==> config.mk <==
export PLATFORM = sky130hd
export DESIGN_NAME = ahb_mtx_decoder_np
export DESIGN_NICKNAME = d
export VERILOG_FILES = /design/src/rtl/ahb_mtx_decoder_np.sv
export SDC_FILE = /design/constraint.sdc
export NUM_CORES = 1
export LEC_CHECK = 0
export BUFFER_PORTS_ARGS = -buffer_cell sky130_fd_sc_hd__buf_2
export CAP_MARGIN = 20
export CORE_AREA = 5 5 141 143
export CTS_BUF_LIST = sky130_fd_sc_hd__clkbuf_16
export DETAILED_ROUTE_END_ITERATION = 12
export DIE_AREA = 0 0 146 148
export PLACE_DENSITY_LB_ADDON = 0.1
export RECOVER_POWER = 25
export SLEW_MARGIN = 0
export SYNTH_ARGS = -nofsm -noshare
export SYNTH_HDL_FRONTEND = slang
export SYNTH_SLANG_ARGS = --single-unit
==> constraint.sdc <==
create_clock -name HCLK -period 2.4 [get_ports HCLK]
set_input_delay 0.6 -clock HCLK [delete_from_list [all_inputs] [get_ports HCLK]]
set_output_delay 0.6 -clock HCLK [all_outputs]
set_load 0.005 [all_outputs]
==> src/rtl/ahb_mtx_decoder_np.sv <==
// AHB bus-matrix input-stage decoder with mask/base regions and a built-in error-responding default slave.
// Optional AHB_MTX_DECODER_REMAP_EN adds a remap input that swaps the regions of ports 0 and 1.
//
// Default-slave FSM:
//   state   | meaning
//   DS_IDLE | zero-wait OKAY, waiting for an unmapped NONSEQ/SEQ
//   DS_ERR1 | first ERROR cycle, HREADYOUT low
//   DS_ERR2 | second ERROR cycle, HREADYOUT high, unmapped_err pulse
module ahb_mtx_decoder_np #(
    parameter int NUM_PORTS = 4,
    parameter int DATA_W    = 32,
    parameter logic [NUM_PORTS*22-1:0] PORT_BASE = {22'h000000, 22'h080000, 22'h100000, 22'h140000},
    parameter logic [NUM_PORTS*22-1:0] PORT_MASK = {22'h380000, 22'h380000, 22'h3C0000, 22'h3C0000},
    parameter int PW        = $clog2(NUM_PORTS + 1)
) (
    input  logic                        HCLK,
    input  logic                        HRESETn,
    input  logic                        HREADYS,
    input  logic                        sel_dec,
    input  logic [21:0]                 decode_addr_dec,
    input  logic [1:0]                  trans_dec,
`ifdef AHB_MTX_DECODER_REMAP_EN
    input  logic                        remap,
`endif
    input  logic [NUM_PORTS-1:0]        active_dec_i,
    input  logic [NUM_PORTS-1:0]        readyout_dec_i,
    input  logic [2*NUM_PORTS-1:0]      resp_dec_i,
    input  logic [DATA_W*NUM_PORTS-1:0] rdata_dec_i,
    input  logic [DATA_W*NUM_PORTS-1:0] ruser_dec_i,
    output logic [NUM_PORTS-1:0]        sel_dec_o,
    output logic                        active_dec,
    output logic                        HREADYOUTS,
    output logic [1:0]                  HRESPS,
    output logic [DATA_W-1:0]           HRDATAS,
    output logic [DATA_W-1:0]           HRUSERS,
    output logic                        unmapped_err
);

    typedef enum logic [1:0] {
        DS_IDLE,
        DS_ERR1,
        DS_ERR2
    } ds_state_t;

    localparam logic [PW-1:0] DEF_PORT = PW'(NUM_PORTS);
    localparam int            P1       = (NUM_PORTS > 1) ? 1 : 0;

    logic [21:0]          region_base [NUM_PORTS];
    logic [21:0]          region_mask [NUM_PORTS];
    logic [NUM_PORTS-1:0] hit;
    logic [PW-1:0]        addr_port;
    logic [PW-1:0]        data_port;
    ds_state_t            ds_state;
    ds_state_t            ds_next;
    logic                 ds_take;
    logic                 ds_readyout;
    logic [1:0]           ds_resp;

    // Port 0 is the first (most significant) entry of the packed region parameters.
    for (genvar g = 0; g < NUM_PORTS; g++) begin : g_region
        assign region_base[g] = PORT_BASE[(NUM_PORTS-1-g)*22 +: 22];
        assign region_mask[g] = PORT_MASK[(NUM_PORTS-1-g)*22 +: 22];
    end

    always_comb begin : hit_calc
        int r;
        r   = 0;
        hit = '0;
        for (int i = 0; i < NUM_PORTS; i++) begin
`ifdef AHB_MTX_DECODER_REMAP_EN
            r = (remap && i == 0) ? P1 : ((remap && i == P1) ? 0 : i);
`else
            r = i;
`endif
            hit[i] = (decode_addr_dec & region_mask[r]) == region_base[r];
        end
    end

    // IDLE keeps the current data-phase port selected so the switch does not toggle needlessly.
    always_comb begin
        addr_port = DEF_PORT;
        for (int i = NUM_PORTS - 1; i >= 0; i--) begin
            if (hit[i]) addr_port = PW'(i);
        end
        if (trans_dec == 2'b00 && data_port != DEF_PORT) addr_port = data_port;
    end

    always_comb begin
        sel_dec_o  = '0;
        active_dec = 1'b1;
        for (int i = 0; i < NUM_PORTS; i++) begin
            if (addr_port == PW'(i)) begin
                sel_dec_o[i] = sel_dec;
                active_dec   = active_dec_i[i];
            end
        end
    end

    assign ds_take = HREADYS & sel_dec & (addr_port == DEF_PORT) & trans_dec[1];

    always_ff @(posedge HCLK or negedge HRESETn) begin
        if (!HRESETn) begin
            ds_state  <= DS_IDLE;
            data_port <= '0;
        end else begin
            ds_state <= ds_next;
            if (HREADYS) data_port <= addr_port;
        end
    end

    always_comb begin
        ds_next      = ds_state;
        ds_readyout  = 1'b1;
        ds_resp      = 2'b00;
        unmapped_err = 1'b0;
        case (ds_state)
            DS_IDLE: begin
                if (ds_take) ds_next = DS_ERR1;
            end
            DS_ERR1: begin
                ds_readyout = 1'b0;
                ds_resp     = 2'b01;
                ds_next     = DS_ERR2;
            end
            DS_ERR2: begin
                ds_resp      = 2'b01;
                unmapped_err = 1'b1;
                ds_next      = ds_take ? DS_ERR1 : DS_IDLE;
            end
            default: ds_next = DS_IDLE;
        endcase
    end

    // Codes above NUM_PORTS cannot be reached; leave them undefined.
    always_comb begin
        HREADYOUTS = 1'bx;
        HRESPS     = 'x;
        HRDATAS    = 'x;
        HRUSERS    = 'x;
        if (data_port == DEF_PORT) begin
            HREADYOUTS = ds_readyout;
            HRESPS     = ds_resp;
            HRDATAS    = '0;
            HRUSERS    = '0;
        end
        for (int i = 0; i < NUM_PORTS; i++) begin
            if (data_port == PW'(i)) begin
                HREADYOUTS = readyout_dec_i[i];
                HRESPS     = resp_dec_i[2*i +: 2];
                HRDATAS    = rdata_dec_i[DATA_W*i +: DATA_W];
                HRUSERS    = ruser_dec_i[DATA_W*i +: DATA_W];
            end
        end
    end

endmodule

# Word level (Yosys, flattened, before mapping)
# Index checks and enable logic that the tools add are counted.
[totals]
regBits = 5
inputBits = 300
out_inout_bits = 73
wordCells = 65
[op_classes]
eq_ne = 15
n_mux = 38
n_bitwise = 3
n_reduce_logical = 7
[ops]
columns = ["operator", "n"]
rows = [
  ["two-way mux 32 bit", 9],
  ["logical NOT 22 bit", 1],
  ["two-way mux 1 bit", 17],
  ["two-way mux 3 bit", 5],
  ["equality test 3 x 2 -> 1 bit, second input constant", 4],
  ["two-way mux 2 bit", 6],
  ["equality test 3 x 1 -> 1 bit, second input constant", 3],
  ["equality test 4 x 3 -> 1 bit, second input constant", 2],
  ["equality test 3 bit, second input constant", 2],
  ["logical NOT 3 bit", 2],
  ["one-hot mux 2 bit (3 select lines)", 1],
  ["logical NOT 2 bit", 2],
  ["AND 1 bit", 3],
  ["inequality test 3 bit, second input constant", 1],
  ["equality test 2 x 1 -> 1 bit, second input constant", 1],
  ["equality test 2 bit, second input constant", 1],
  ["inequality test 2 bit, second input constant", 1],
  ["OR reduction 2 bit", 1],
  ["logical AND 1 bit", 1],
]

# Depth between registers and ports, before layout
[logic_depth]
depth_word = 11
ltp_mapped = 7
depth_no_buf = 6

# Worst setup path after synthesis
# No wires, ideal clock.
[synth_timing]
kind = "flip-flop to output port"
from = "register data_port[1]"
to = "output port sel_dec_o[3]"
arrival_time_ns = 1.593
required_time_ns = 1.800
slack_ns = 0.207
stages_incl_launch_ff = 6
n_path_buf = 1
cell_sequence = "dfrtp_1 buf_6 or3b_4 a211o_1 and2_4 nor4b_2"
[synth_between]
elab_chain_len = 5
[synth_rtl]
columns = ["item", "line", "text"]
rows = [
  ["from (decl)", "52", "logic [PW-1:0] data_port;"],
  ["from (signal assigned)", "107", "if (HREADYS) data_port <= addr_port;"],
  ["inequality test 3 bit", "85", "if (trans_dec == 2'b00 && data_port != DEF_PORT) addr_port = data_port;"],
  ["logical AND 1 bit", "85", ""],
  ["two-way mux 3 bit *", "85", ""],
  ["equality test 3 x 2 -> 1 bit *", "92", "if (addr_port == PW'(i)) begin"],
  ["two-way mux 1 bit *", "92", ""],
  ["to (decl)", "30", "output logic [NUM_PORTS-1:0] sel_dec_o,"],
]
# Mark *: on every way between the ends. The rest lies on a longest branch, timed or not.

# Worst setup path in the final report
[layout_timing]
from = "register data_port[1]"
to = "output port sel_dec_o[2]"
# The elaborated chain is that of the path after synthesis.

==> flow_summary.json <==
{
  "wl_um": 16500,
  "cp_slowest_cell": "dfrtp_4",
  "tightest_slew_ns": 0.594,
  "clockPowerShare": 0.141,
  "p_int_mw": 1.23,
  "avgSynthCellArea_um2": 11.3,
  "rows": 50,
  "cp.required_ns": 1.80,
  "syn2layout_area_growth_pct": 101,
  "p_total_mw": 1.93,
  "routabilityCongestion": 0.807,
  "wire_per_inst_um": 20.0,
  "critical-path-top-delay-family": "simple AND/OR/NAND/NOR gates",
  "post_dp_cell_area_mm2": 0.00475,
  "startpoint": "data_port[1]",
  "clk_latency_ns": 0.23,
  "grt.overflow.total": 0,
  "drcViolationCount": 0,
  "violations": "setup timing",
  "ir_worst_vdd_uv": 189,
  "fillers": 2004,
  "yosys-mux-area-fraction": 0.571,
  "p_sw_frac": 0.361,
  "min_path_type": "primary input to async pin",
  "clock_path_buffers": 2,
  "p_comb_frac": 0.794,
  "synth_xor_area_frac": 0,
  "place_inst": 812,
  "fin_util": 0.286,
  "grt_pass1_wl_um": 22900,
  "synthArstFlopShare": 1.00,
  "max_cap_viol_count": 0,
  "crit_path_end": "sel_dec_o[2]",
  "status": "complete, but fails checks",
  "synth_top_family_by_area": "multiplexers",
  "cts.clk_slew.worst_paths_ns": 0.03,
  "synthFlopType": "dfrtp_1",
  "worstReg2RegStart": "data_port[1]",
  "io_buffers": 354,
  "routed_via_density": 4.34,
  "fmax_mhz": 390,
  "hpwl_um": 12800,
  "coreArea_mm2": 0.0185,
  "final_hold_viol_count": 0,
  "yosysWarningCount": 0,
  "firstDrtPassIters": 4,
  "hold_slack_ns": 0.220,
  "critPathLaunchType": "register",
  "setup_slack_ns": -0.162,
  "synthCells": 231,
  "power_density_mw_per_mm2": 366,
  "finalSetupTns_ns": -2.41,
  "period_needed_ns": 2.56,
  "mostFrequentLayoutCells": "buf_2, mux4_2, nor2b_1",
  "max_stage_delay_ns": 0.46,
  "ys_seq_area_frac": 0.0478,
  "num_antenna_cells": 0,
  "r2r_cells": 4,
  "synth_fp_nets": 536,
  "path_max_fanout": 5,
  "fin_skew_ns": 0.0000643,
  "stdcell_area_mm2": 0.00528,
  "io_pins": 373,
  "synth-compound-area-share": 0.0659,
  "layout_commonest_cell": "buf_2",
  "rsz0062_at_grt": "yes",
  "synthAdderAreaFrac": 0.0239,
  "power_frac_seq": 0.065,
  "ff2ff_setup_slack_ns": 0.65,
  "via_count": 3595,
  "setup_viol": 51,
  "drtAntennaViolNets": 0,
  "root_buffer": "clkbuf_16",
  "grt_usage": 0.133,
  "syn_area_mm2": 0.00262,
  "worst_setup_path_end_kind": "primary output",
  "relSlewSlack": 0.604,
  "slew_viol_final": 0,
  "crit_cells": 5,
  "final_cells": 828,
  "netSwitchingPower_uw": 696,
  "grt_pass1_vias": 4014,
  "die_h_um": 148,
  "cp_num_buf_inv": 1,
  "cts_tree": "built",
  "die_w_um": 146,
  "nets": 900,
  "yosys.area_share.simple": 0.243,
  "synth_seq_cells": 5,
  "pre_cts_ws_ns": -0.0490,
  "crit_type": "register to primary output",
  "post-route-period-util": 1.07,
  "leakage_nw": 2.63,
  "cts_buffers": 3,
  "dieArea_mm2": 0.0216,
  "crit_arrival_ns": 1.96,
  "cp_cell_sequence": "or3b_4 -> a211o_1 -> and2_4 -> and4bb_1 -> buf_2",
  "layout-drive-gt1-share": 0.808,
  "antenna_found_initial": 1,
  "cts_sinks": 5,
  "r2r_end": "data_port[2]",
  "drt-initial-drc-count": 88,
  "htreeDepth": 1,
  "synth_cell_type_count": 40,
  "initial_core_util": 0.142,
  "synth_edf_count": 0,
  "grt_max_degree": 37
}
[metal layers]
metal / vias up / wire length, um / GRT usage
met1: 1699 / 6000 / 0.149
met5: - / 7 / 0
met2: 231 / 8860 / 0.259
met4: 2 / 95 / 0.0118
met3: 10 / 1560 / 0.0395
li1: 1653 / - / -
[power by group through the flow]
stage / sequential [mW] / clock [mW] / combinational (mW)
floorplan: 0.118 / 0 / 0.751
global route: 0.128 / 0.279 / 1.67
CTS: 0.126 / 0.273 / 1.42
global placement: 0.126 / 0 / 1.33
detailed placement: 0.126 / 0 / 1.33
finish: 0.126 / 0.271 / 1.53
[Yosys cell counts (3+ instances only)]
cell type | number | area share
dfrtp_1 | 5 | 0.048
nor2b_1 | 67 | 0.16
nand2_1 | 7 | 0.010
nor2_1 | 9 | 0.013
a22o_1 | 3 | 0.010
ha_1 | 5 | 0.024
and2_1 | 4 | 0.0096
clkbuf_1 | 14 | 0.020
mux4_2 | 65 | 0.56
a211oi_1 | 4 | 0.011
inv_1 | 3 | 0.0043
buf_2 | 10 | 0.019
[worst min-delay path by stage]
stage / from / to / cells past startpoint
3_5_place_dp: HRESETn / ds_state[0] / 1
4_1_cts: HRESETn / ds_state[0] / 1
5_1_grt: HRESETn / ds_state[0] / 1
3_3_place_gp: HRESETn / ds_state[0] / 1
2_1_floorplan: HRESETn / data_port[0] / 0
6_report: HRESETn / ds_state[0] / 1
[state kept, by name, indices dropped and copies added, names as in the netlist]
register and count:
data_port 3, ds_state 2
[area by class of cell]
cell class                      count  area (um^2)  area share
Sequential cell                     5          134      0.0254
Multi-Input combinational cell    198         2500       0.475
Clock buffer                        3         75.1      0.0142
Clock inverter                      1         3.75    0.000712
Tap cell                          234          293      0.0555
Inverter                            3         11.3     0.00213
Timing Repair Buffer              384         2250       0.427
[what timing repair did]
action | CTS | global route
buffers inserted | 0 | 4
gates resized for setup | 8 | 35
setup endpoints to repair | 70 | 71
pin swaps | 5 | 2
gates cloned | 3 | 6
hold endpoints to repair | 0 | 0
hold buffers | 0 | 0
[kinds of logic after synthesis]
| group | count (synthesis) |
|---|---|
| and+or+nand+nor | 103 |
| muxes | 68 |
| buffers and inverters | 28 |
| AOI/OAI and AO/OA | 22 |
| DFF | 5 |
| adders and majority gates | 5 |
No activity file was read; power rests on OpenSTA's default activity.
